`config.mk`:
```
export PLATFORM = sky130hd
export DESIGN_NAME = fetch_decode_skid_register
export DESIGN_NICKNAME = d
export VERILOG_FILES = /design/src/rtl/fetch_decode_skid_register.sv
export SDC_FILE = /design/constraint.sdc
export NUM_CORES = 1
export LEC_CHECK = 0
export CAP_MARGIN = 0
export CELL_PAD_IN_SITES_DETAIL_PLACEMENT = 1
export CELL_PAD_IN_SITES_GLOBAL_PLACEMENT = 1
export CORE_AREA = 2 2 184 96
export DETAILED_ROUTE_END_ITERATION = 16
export DIE_AREA = 0 0 186 98
export PLACE_DENSITY = 0.75
export RECOVER_POWER = 50
export SKIP_LAST_GASP = 1
export SYNTH_ARGS = -nofsm -noshare
export SYNTH_HDL_FRONTEND = slang
export SYNTH_SLANG_ARGS = --single-unit
```
`constraint.sdc`:
```
create_clock -name clk_i -period 8.5 [get_ports clk_i]
set_input_delay 2.55 -clock clk_i [delete_from_list [all_inputs] [get_ports clk_i]]
set_output_delay 2.55 -clock clk_i [all_outputs]
set_load 0.01 [all_outputs]
```
`src/rtl/fetch_decode_skid_register.sv`:
```
// ============================================================================
// fetch_decode_skid_register : IF/ID pipeline register, valid/ready, skid.
// Revision 1.0
// ============================================================================
`default_nettype none

module fetch_decode_skid_register #(
   parameter int                 INSTR_W   = 32,
   parameter int                 PC_W      = 32,
   parameter logic [INSTR_W-1:0] NOP_INSTR = 32'h00000013,
   parameter logic [PC_W-1:0]    RESET_PC  = '0,
   parameter bit                 SKID_EN   = 1'b1
) (
   input  logic               clk_i,
   input  logic               rst_i,
   input  logic               f_valid_i,
   output logic               f_ready_o,
   input  logic [INSTR_W-1:0] f_instruction_i,
   input  logic [PC_W-1:0]    f_pcsrc_i,
   output logic               fd_valid_o,
   input  logic               fd_ready_i,
   output logic [INSTR_W-1:0] fd_instruction_o,
   output logic [PC_W-1:0]    fd_pcsrc_o,
   input  logic               stall_i,
   input  logic               flush_i,
   output logic [1:0]         occupancy_o
);

   logic               main_valid_q, main_valid_d;
   logic [INSTR_W-1:0] main_instr_q, main_instr_d;
   logic [PC_W-1:0]    main_pc_q,    main_pc_d;
   logic               skid_valid_q, skid_valid_d;
   logic [INSTR_W-1:0] skid_instr_q, skid_instr_d;
   logic [PC_W-1:0]    skid_pc_q,    skid_pc_d;
   logic               f_ready_q,    f_ready_d;
   logic [1:0]         occupancy_q,  occupancy_d;
   logic               accept, consume;

   generate
      if (SKID_EN) begin : g_skid_ready
         assign f_ready_o = f_ready_q;
      end else begin : g_single_ready
         assign f_ready_o = ~main_valid_q | (fd_ready_i & ~stall_i);
      end
   endgenerate

   assign accept  = f_valid_i & f_ready_o & ~flush_i;
   assign consume = main_valid_q & fd_ready_i & ~stall_i;

   always_comb begin
      main_valid_d = main_valid_q;
      main_instr_d = main_instr_q;
      main_pc_d    = main_pc_q;
      skid_valid_d = skid_valid_q;
      skid_instr_d = skid_instr_q;
      skid_pc_d    = skid_pc_q;

      if (flush_i) begin
         // PC is deliberately left holding its last value
         main_valid_d = 1'b0;
         main_instr_d = NOP_INSTR;
         skid_valid_d = 1'b0;
      end else if (SKID_EN && skid_valid_q) begin
         if (consume) begin
            main_valid_d = 1'b1;
            main_instr_d = skid_instr_q;
            main_pc_d    = skid_pc_q;
            skid_valid_d = 1'b0;
         end
      end else if (accept && (!main_valid_q || consume)) begin
         main_valid_d = 1'b1;
         main_instr_d = f_instruction_i;
         main_pc_d    = f_pcsrc_i;
      end else if (accept) begin
         // Main is busy and not draining: only reachable with the skid present
         skid_valid_d = 1'b1;
         skid_instr_d = f_instruction_i;
         skid_pc_d    = f_pcsrc_i;
      end else if (consume) begin
         main_valid_d = 1'b0;
         main_instr_d = NOP_INSTR;
      end

      f_ready_d   = ~skid_valid_d;
      occupancy_d = {1'b0, main_valid_d} + {1'b0, skid_valid_d};
   end

   always_ff @(posedge clk_i or posedge rst_i) begin
      if (rst_i) begin
         main_valid_q <= 1'b0;
         main_instr_q <= NOP_INSTR;
         main_pc_q    <= RESET_PC;
         skid_valid_q <= 1'b0;
         skid_instr_q <= NOP_INSTR;
         skid_pc_q    <= RESET_PC;
         f_ready_q    <= 1'b1;
         occupancy_q  <= 2'd0;
      end else begin
         main_valid_q <= main_valid_d;
         main_instr_q <= main_instr_d;
         main_pc_q    <= main_pc_d;
         skid_valid_q <= skid_valid_d;
         skid_instr_q <= skid_instr_d;
         skid_pc_q    <= skid_pc_d;
         f_ready_q    <= f_ready_d;
         occupancy_q  <= occupancy_d;
      end
   end

   assign fd_valid_o       = main_valid_q;
   assign fd_instruction_o = main_instr_q;
   assign fd_pcsrc_o       = main_pc_q;
   assign occupancy_o      = occupancy_q;

endmodule

`default_nettype wire

```
==> results.json, run 1 <==
{
  "clkTransAtPathRegs_ns": 0.06,
  "grt_max_degree": 69,
  "pin_count": 138,
  "synthAdderAreaFrac_pct": 0.2185,
  "cts_resized": 0,
  "crit_required_ns": 8.92,
  "die-width_um": 186,
  "grt_usage_pct": 16.48,
  "synth_top_family_by_area": "multiplexers",
  "ant_nets": 0,
  "rsz0062_at_grt": "false",
  "synth_simple_gate_area_share_pct": 4.524,
  "min-delay-start": "fd_instruction_o[4]",
  "maxCapViolCount": 2,
  "coreArea_um2": 16800,
  "synth.avg_cell_area_um2": 14.07,
  "period_share_pct": 63.19,
  "start_util_pct": 34.07,
  "skew_ns": 0.01571,
  "overflow": 0,
  "dieArea_um2": 18230,
  "yosysUniqueCellTypes": 26,
  "drc": 0,
  "yosys_warnings": 0,
  "worstPathArrival_ns": 5.79,
  "finalHoldViolations": 0,
  "min_period_ns": 5.371,
  "final_common_cell": "dfrtp_1",
  "final_cell_mix": "dfrtp_1 (126), mux2_2 (123), dlygate4sd3_1 (70)",
  "whs_ns": 0.4774,
  "ff2ff_path_depth": 6,
  "vias": 3746,
  "htreeDepth": 4,
  "grt_pass1_vias": 4143,
  "setup_viol": 0,
  "p_leak_nw": 3.456,
  "cts.sinks": 133,
  "fin_nets": 613,
  "synth_compound_gate_area_share_pct": 6.359,
  "timing.rr.start": "skid_valid_q",
  "diodes": 0,
  "hold_class": "flip-flop to flip-flop",
  "gp_congestion": 0.7185,
  "drive_gt1_share_pct": 30.99,
  "crit_type": "primary input to asynchronous set/reset pin",
  "rows": 34,
  "antenna_found_initial": 0,
  "muxShareOfSynthArea_pct": 25.17,
  "min_to": "fd_instruction_o[4]",
  "port-buffer-count": 137,
  "clkLatencyLatePin_ns": 0.40,
  "drtIter0Drc": 220,
  "syn_area_um2": 5725,
  "status": "complete, but fails checks",
  "worstMarginPinSlew_ns": 3.016,
  "end_kind": "asynchronous set/reset pin",
  "hpwl_mm": 9.881,
  "regToRegSetupSlack_ns": 5.74,
  "area.growth.synth_to_final_pct": 38.44,
  "peakVddDrop_mv": 0.1137,
  "grt_pass1_wl_mm": 22.95,
  "finalSetupTns_ns": 0,
  "clockBufferDepth": 2,
  "holdBufCountCts": 0,
  "max_freq_ghz": 0.1862,
  "drt-pass1-iter-count": 5,
  "syn-instance-count": 407,
  "p_per_area_nw_per_um2": 274.6,
  "cts_tree": "built",
  "critPathLaunchType": "primary input",
  "vias_per_cell": 4.748,
  "cts_inserted_buffers": 17,
  "relSlewSlack_pct": -102.2,
  "wl_per_cell_um": 18.04,
  "fp.dieH_um": 98,
  "wl_mm": 14.23,
  "clockRootBuffer": "clkbuf_16",
  "ys_seq_area_share_pct": 58.28,
  "cp_max_fo": 68,
  "syn_nets": 478,
  "failed_checks": "capacitance limit, slew limit",
  "synth_xor_area_share_pct": 0,
  "maxSlewViolCount": 103,
  "hold_depth": 2,
  "r2r-end": "occupancy_o[0]",
  "post_cts_buffers": 0,
  "synth_seq_cells": 133
}
layer usage:
layer	up-vias	share of wire, %	global-route usage (%)
li1	1727	-	-
met1	1904	52	24.49
met2	108	43	24.08
met3	7	5.2	4.700
met4	0	0.40	3.089
met5	-	0	0
where the power goes:
group | switching [mW] | internal, mW | total (mW)
logic | 0.184 | 0.278 | 0.462
registers | 0.0940 | 0.819 | 0.913
clock network | 0.274 | 0.528 | 0.802
worst max path at each step:
stage	startpoint	to	slack, ns	cells after the start
finish	rst_i	skid_pc_q[30]	3.13	3
global route	rst_i	skid_pc_q[23]	2.56	3
detailed placement	flush_i	skid_pc_q[5]	3.45	4
floorplan	rst_i	fd_instruction_o[10]	2.41	1
CTS	flush_i	skid_pc_q[5]	3.90	4
global placement	flush_i	skid_pc_q[7]	3.60	4
registers in the layout, summed over array words and instances (netlist names):
register,cells
fd_instruction_o,32
fd_pcsrc_o,32
skid_instr_q,32
skid_pc_q,32
occupancy_o,2
f_ready_o,1
fd_valid_o,1
skid_valid_q,1
final cells by class:
| class | instances | area [um2] |
|---|---|---|
| timing repair buffer | 143 | 1413 |
| multi-input combinational | 210 | 2096 |
| clock buffer | 19 | 442.9 |
| sequential | 133 | 3337 |
| inverter | 37 | 140.1 |
| tap | 234 | 292.8 |
| fill | 1674 | 8877 |
| clock inverter | 13 | 205.2 |
synth_stat cells:
cell	count	share of area (%)
a211oi_2	1	0.22
nand3_4	1	0.31
nor3_1	32	2.8
and3b_1	1	0.15
dfrtp_1	126	55
a221o_1	29	5.1
o21ai_0	1	0.087
mux2_2	123	24
a22oi_2	1	0.22
buf_4	3	0.39
a221oi_1	3	0.46
dfstp_2	7	3.2
nand3b_1	3	0.39
buf_6	7	1.4
nand2b_1	2	0.22
clkbuf_1	11	0.72
a21oi_1	2	0.17
nor2_1	1	0.065
a21boi_0	1	0.13
mux2_1	5	0.98
inv_1	37	2.4
nand4bb_1	1	0.20
or2_1	1	0.11
buf_2	6	0.52
ha_1	1	0.22
and4bb_4	1	0.28
worst max-delay path, stage by stage:
cell,delay (ns)
dlygate4sd3_1,0.55
clkinvlp_2,1.70
buf_4,0.90
through the flow:
stage / worst slack [ns] / cell area [um2] / std cells / util, % / total power [mW]
after floorplan: 2.407 / 5725 / 407 / - / 1.167
after global placement: 3.599 / 7286 / 757 / 43.36 / 1.382
after detailed placement: 3.455 / 7286 / 757 / 43.36 / 1.419
after CTS: 3.896 / 7934 / 789 / 47.22 / 2.234
after global routing: 2.563 / 7926 / 789 / 47.17 / 2.296
final: 3.129 / 7926 / 789 / 47.17 / 2.177
cells by family after synthesis:
group           after synthesis
buf+inv                      64
flops                       133
compound gates               38
mux                         128
fa+ha+maj                     1
simple gates                 43
Power figures use the tool's default switching activity.
==> run 2: changes to the inputs <==
==> constraint.sdc (replaced) <==
create_clock -name clk_i -period 5.3 [get_ports clk_i]
set_input_delay 1.59 -clock clk_i [delete_from_list [all_inputs] [get_ports clk_i]]
set_output_delay 1.59 -clock clk_i [all_outputs]
set_load 0.01 [all_outputs]
==> run 2 against run 1 <==
Net effect:
- hold slack improved by 0.017 ns
- wire length increased by 2.7%
- highest routed layer unchanged
- register-to-register slack got worse by 3.2 ns
- critical endpoint is now occupancy_o[0]
- flip-flop and latch count unchanged
- the run still ends with capacitance limit, slew limit left
- die area unchanged
- combinational power increased by 65%
- largest power group unchanged
- worst setup slack got worse by 1.8 ns
- first-iteration DRC count increased by 5.9%
==> results.json, run 2 (synthesis gave the netlist of run 1 again) <==
{
  "critPathLaunchType": "primary input",
  "whs_ns": 0.4943,
  "final_common_cell": "dfrtp_1",
  "gp_congestion": 0.7315,
  "setup_viol": 0,
  "multiInputGateArea_um2": 2096,
  "cts_tree": "built",
  "clkLatencyLatePin_ns": 0.41,
  "min-delay-start": "fd_instruction_o[0]",
  "worstMarginPinSlew_ns": 2.506,
  "grt_usage_pct": 16.96,
  "clkTransAtPathRegs_ns": 0.06,
  "cp_max_fo": 33,
  "period_share_pct": 74.85,
  "antenna_found_initial": 0,
  "crit_required_ns": 5.58,
  "maxCapViolCount": 2,
  "failed_checks": "capacitance limit, slew limit",
  "wl_per_cell_um": 18.52,
  "diodes": 0,
  "drc": 0,
  "crit_type": "primary input to flip-flop",
  "dieArea_um2": 18230,
  "fin_nets": 613,
  "rsz0062_at_grt": "false",
  "status": "complete, but fails checks",
  "grt_max_degree": 117,
  "wl_mm": 14.61,
  "hold_class": "flip-flop to flip-flop",
  "holdBufCountCts": 0,
  "num-fill-cells": 1689,
  "grt_pass1_vias": 4161,
  "fp.dieH_um": 98,
  "timing.rr.start": "skid_valid_q",
  "fin_total_pwr_mw": 3.313,
  "post_cts_buffers": 0,
  "pin_count": 138,
  "cts_inserted_buffers": 17,
  "finalSetupTns_ns": 0,
  "area.growth.synth_to_final_pct": 36.65,
  "grt_pass1_wl_mm": 23.49,
  "worstPathArrival_ns": 4.25,
  "hpwl_mm": 9.802,
  "rows": 34,
  "regToRegSetupSlack_ns": 2.53,
  "drtIter0Drc": 233,
  "vias_per_cell": 4.786,
  "start_util_pct": 34.07,
  "clockRootBuffer": "clkbuf_16",
  "overflow": 0,
  "coreArea_um2": 16800,
  "peakVddDrop_mv": 0.1867,
  "crit_start": "flush_i",
  "finalHoldViolations": 0,
  "relSlewSlack_pct": -67.07,
  "htreeDepth": 4,
  "drive_gt1_share_pct": 30.99,
  "place_inst": 757,
  "final_cell_mix": "dfrtp_1 (126), mux2_2 (123), clkdlybuf4s50_1 (103)",
  "regArea_um2": 3337,
  "p_leak_nw": 3.350,
  "maxSlewViolCount": 151,
  "final_cells": 789,
  "max_freq_ghz": 0.2521,
  "min_period_ns": 3.967,
  "vias": 3776,
  "skew_ns": 0.01046,
  "ant_nets": 0,
  "drt-pass1-iter-count": 6,
  "port-buffer-count": 137,
  "end_kind": "flip-flop",
  "cts.sinks": 133,
  "clockBufferDepth": 2,
  "p_per_area_nw_per_um2": 423.5,
  "cts_resized": 0,
  "die-width_um": 186
}
run 2: cell types whose count changed in the layout (fill, tap and decap cells not counted), sizes merged:
cell	change
clkdlybuf4s50	+36
dlygate4sd3	-36
bufinv	-5
inv	+4
clkinvlp	+2
clkinv	-1
run 2: path summary, 6_finish.rpt:
check	end	depth (start not counted)
worst max-delay path	occupancy_o[0]	6
worst min-delay path	fd_instruction_o[0]	2
worst max register to register	occupancy_o[0]	6
worst min register to register	fd_instruction_o[0]	2
max in group asynchronous	skid_pc_q[16]	2
min in group asynchronous	fd_pcsrc_o[20]	2
run 2: report_power, final:
group          switching (mW)  internal, mW
Sequential              0.155          1.31
Clock                   0.469         0.616
Combinational           0.297         0.464
Total                   0.920          2.39
run 2: final cells by class:
type	instances	area share, %
Clock buffer	19	5.661
Clock inverter	13	1.279
Inverter	37	1.823
Multi-Input combinational cell	210	26.79
Sequential cell	133	42.65
Tap cell	234	3.742
Timing Repair Buffer	143	18.06
run 2: metal layers:
metal	up-vias	routed length, um	track usage, %
li1	1733	-	-
met1	1923	7190	24.30
met2	108	6463	25.39
met3	12	836	4.774
met4	0	124	4.240
met5	-	0	0
run 2: metrics by stage:
step	util (%)	instance area, um2	worst slack, ns
after floorplan	-	5725	0.1672
after global placement	43.36	7286	1.332
after detailed placement	43.36	7286	1.197
after CTS	46.59	7829	1.633
after global routing	46.56	7824	1.088
final	46.56	7824	1.333
run 2: critical path, cell delays in order:
cell           delay (ns)
dlygate4sd3_1        0.68
nand2b_1             0.14
clkbuf_1             1.16
a21boi_0             0.31
nor2_1               0.09
ha_1                 0.28
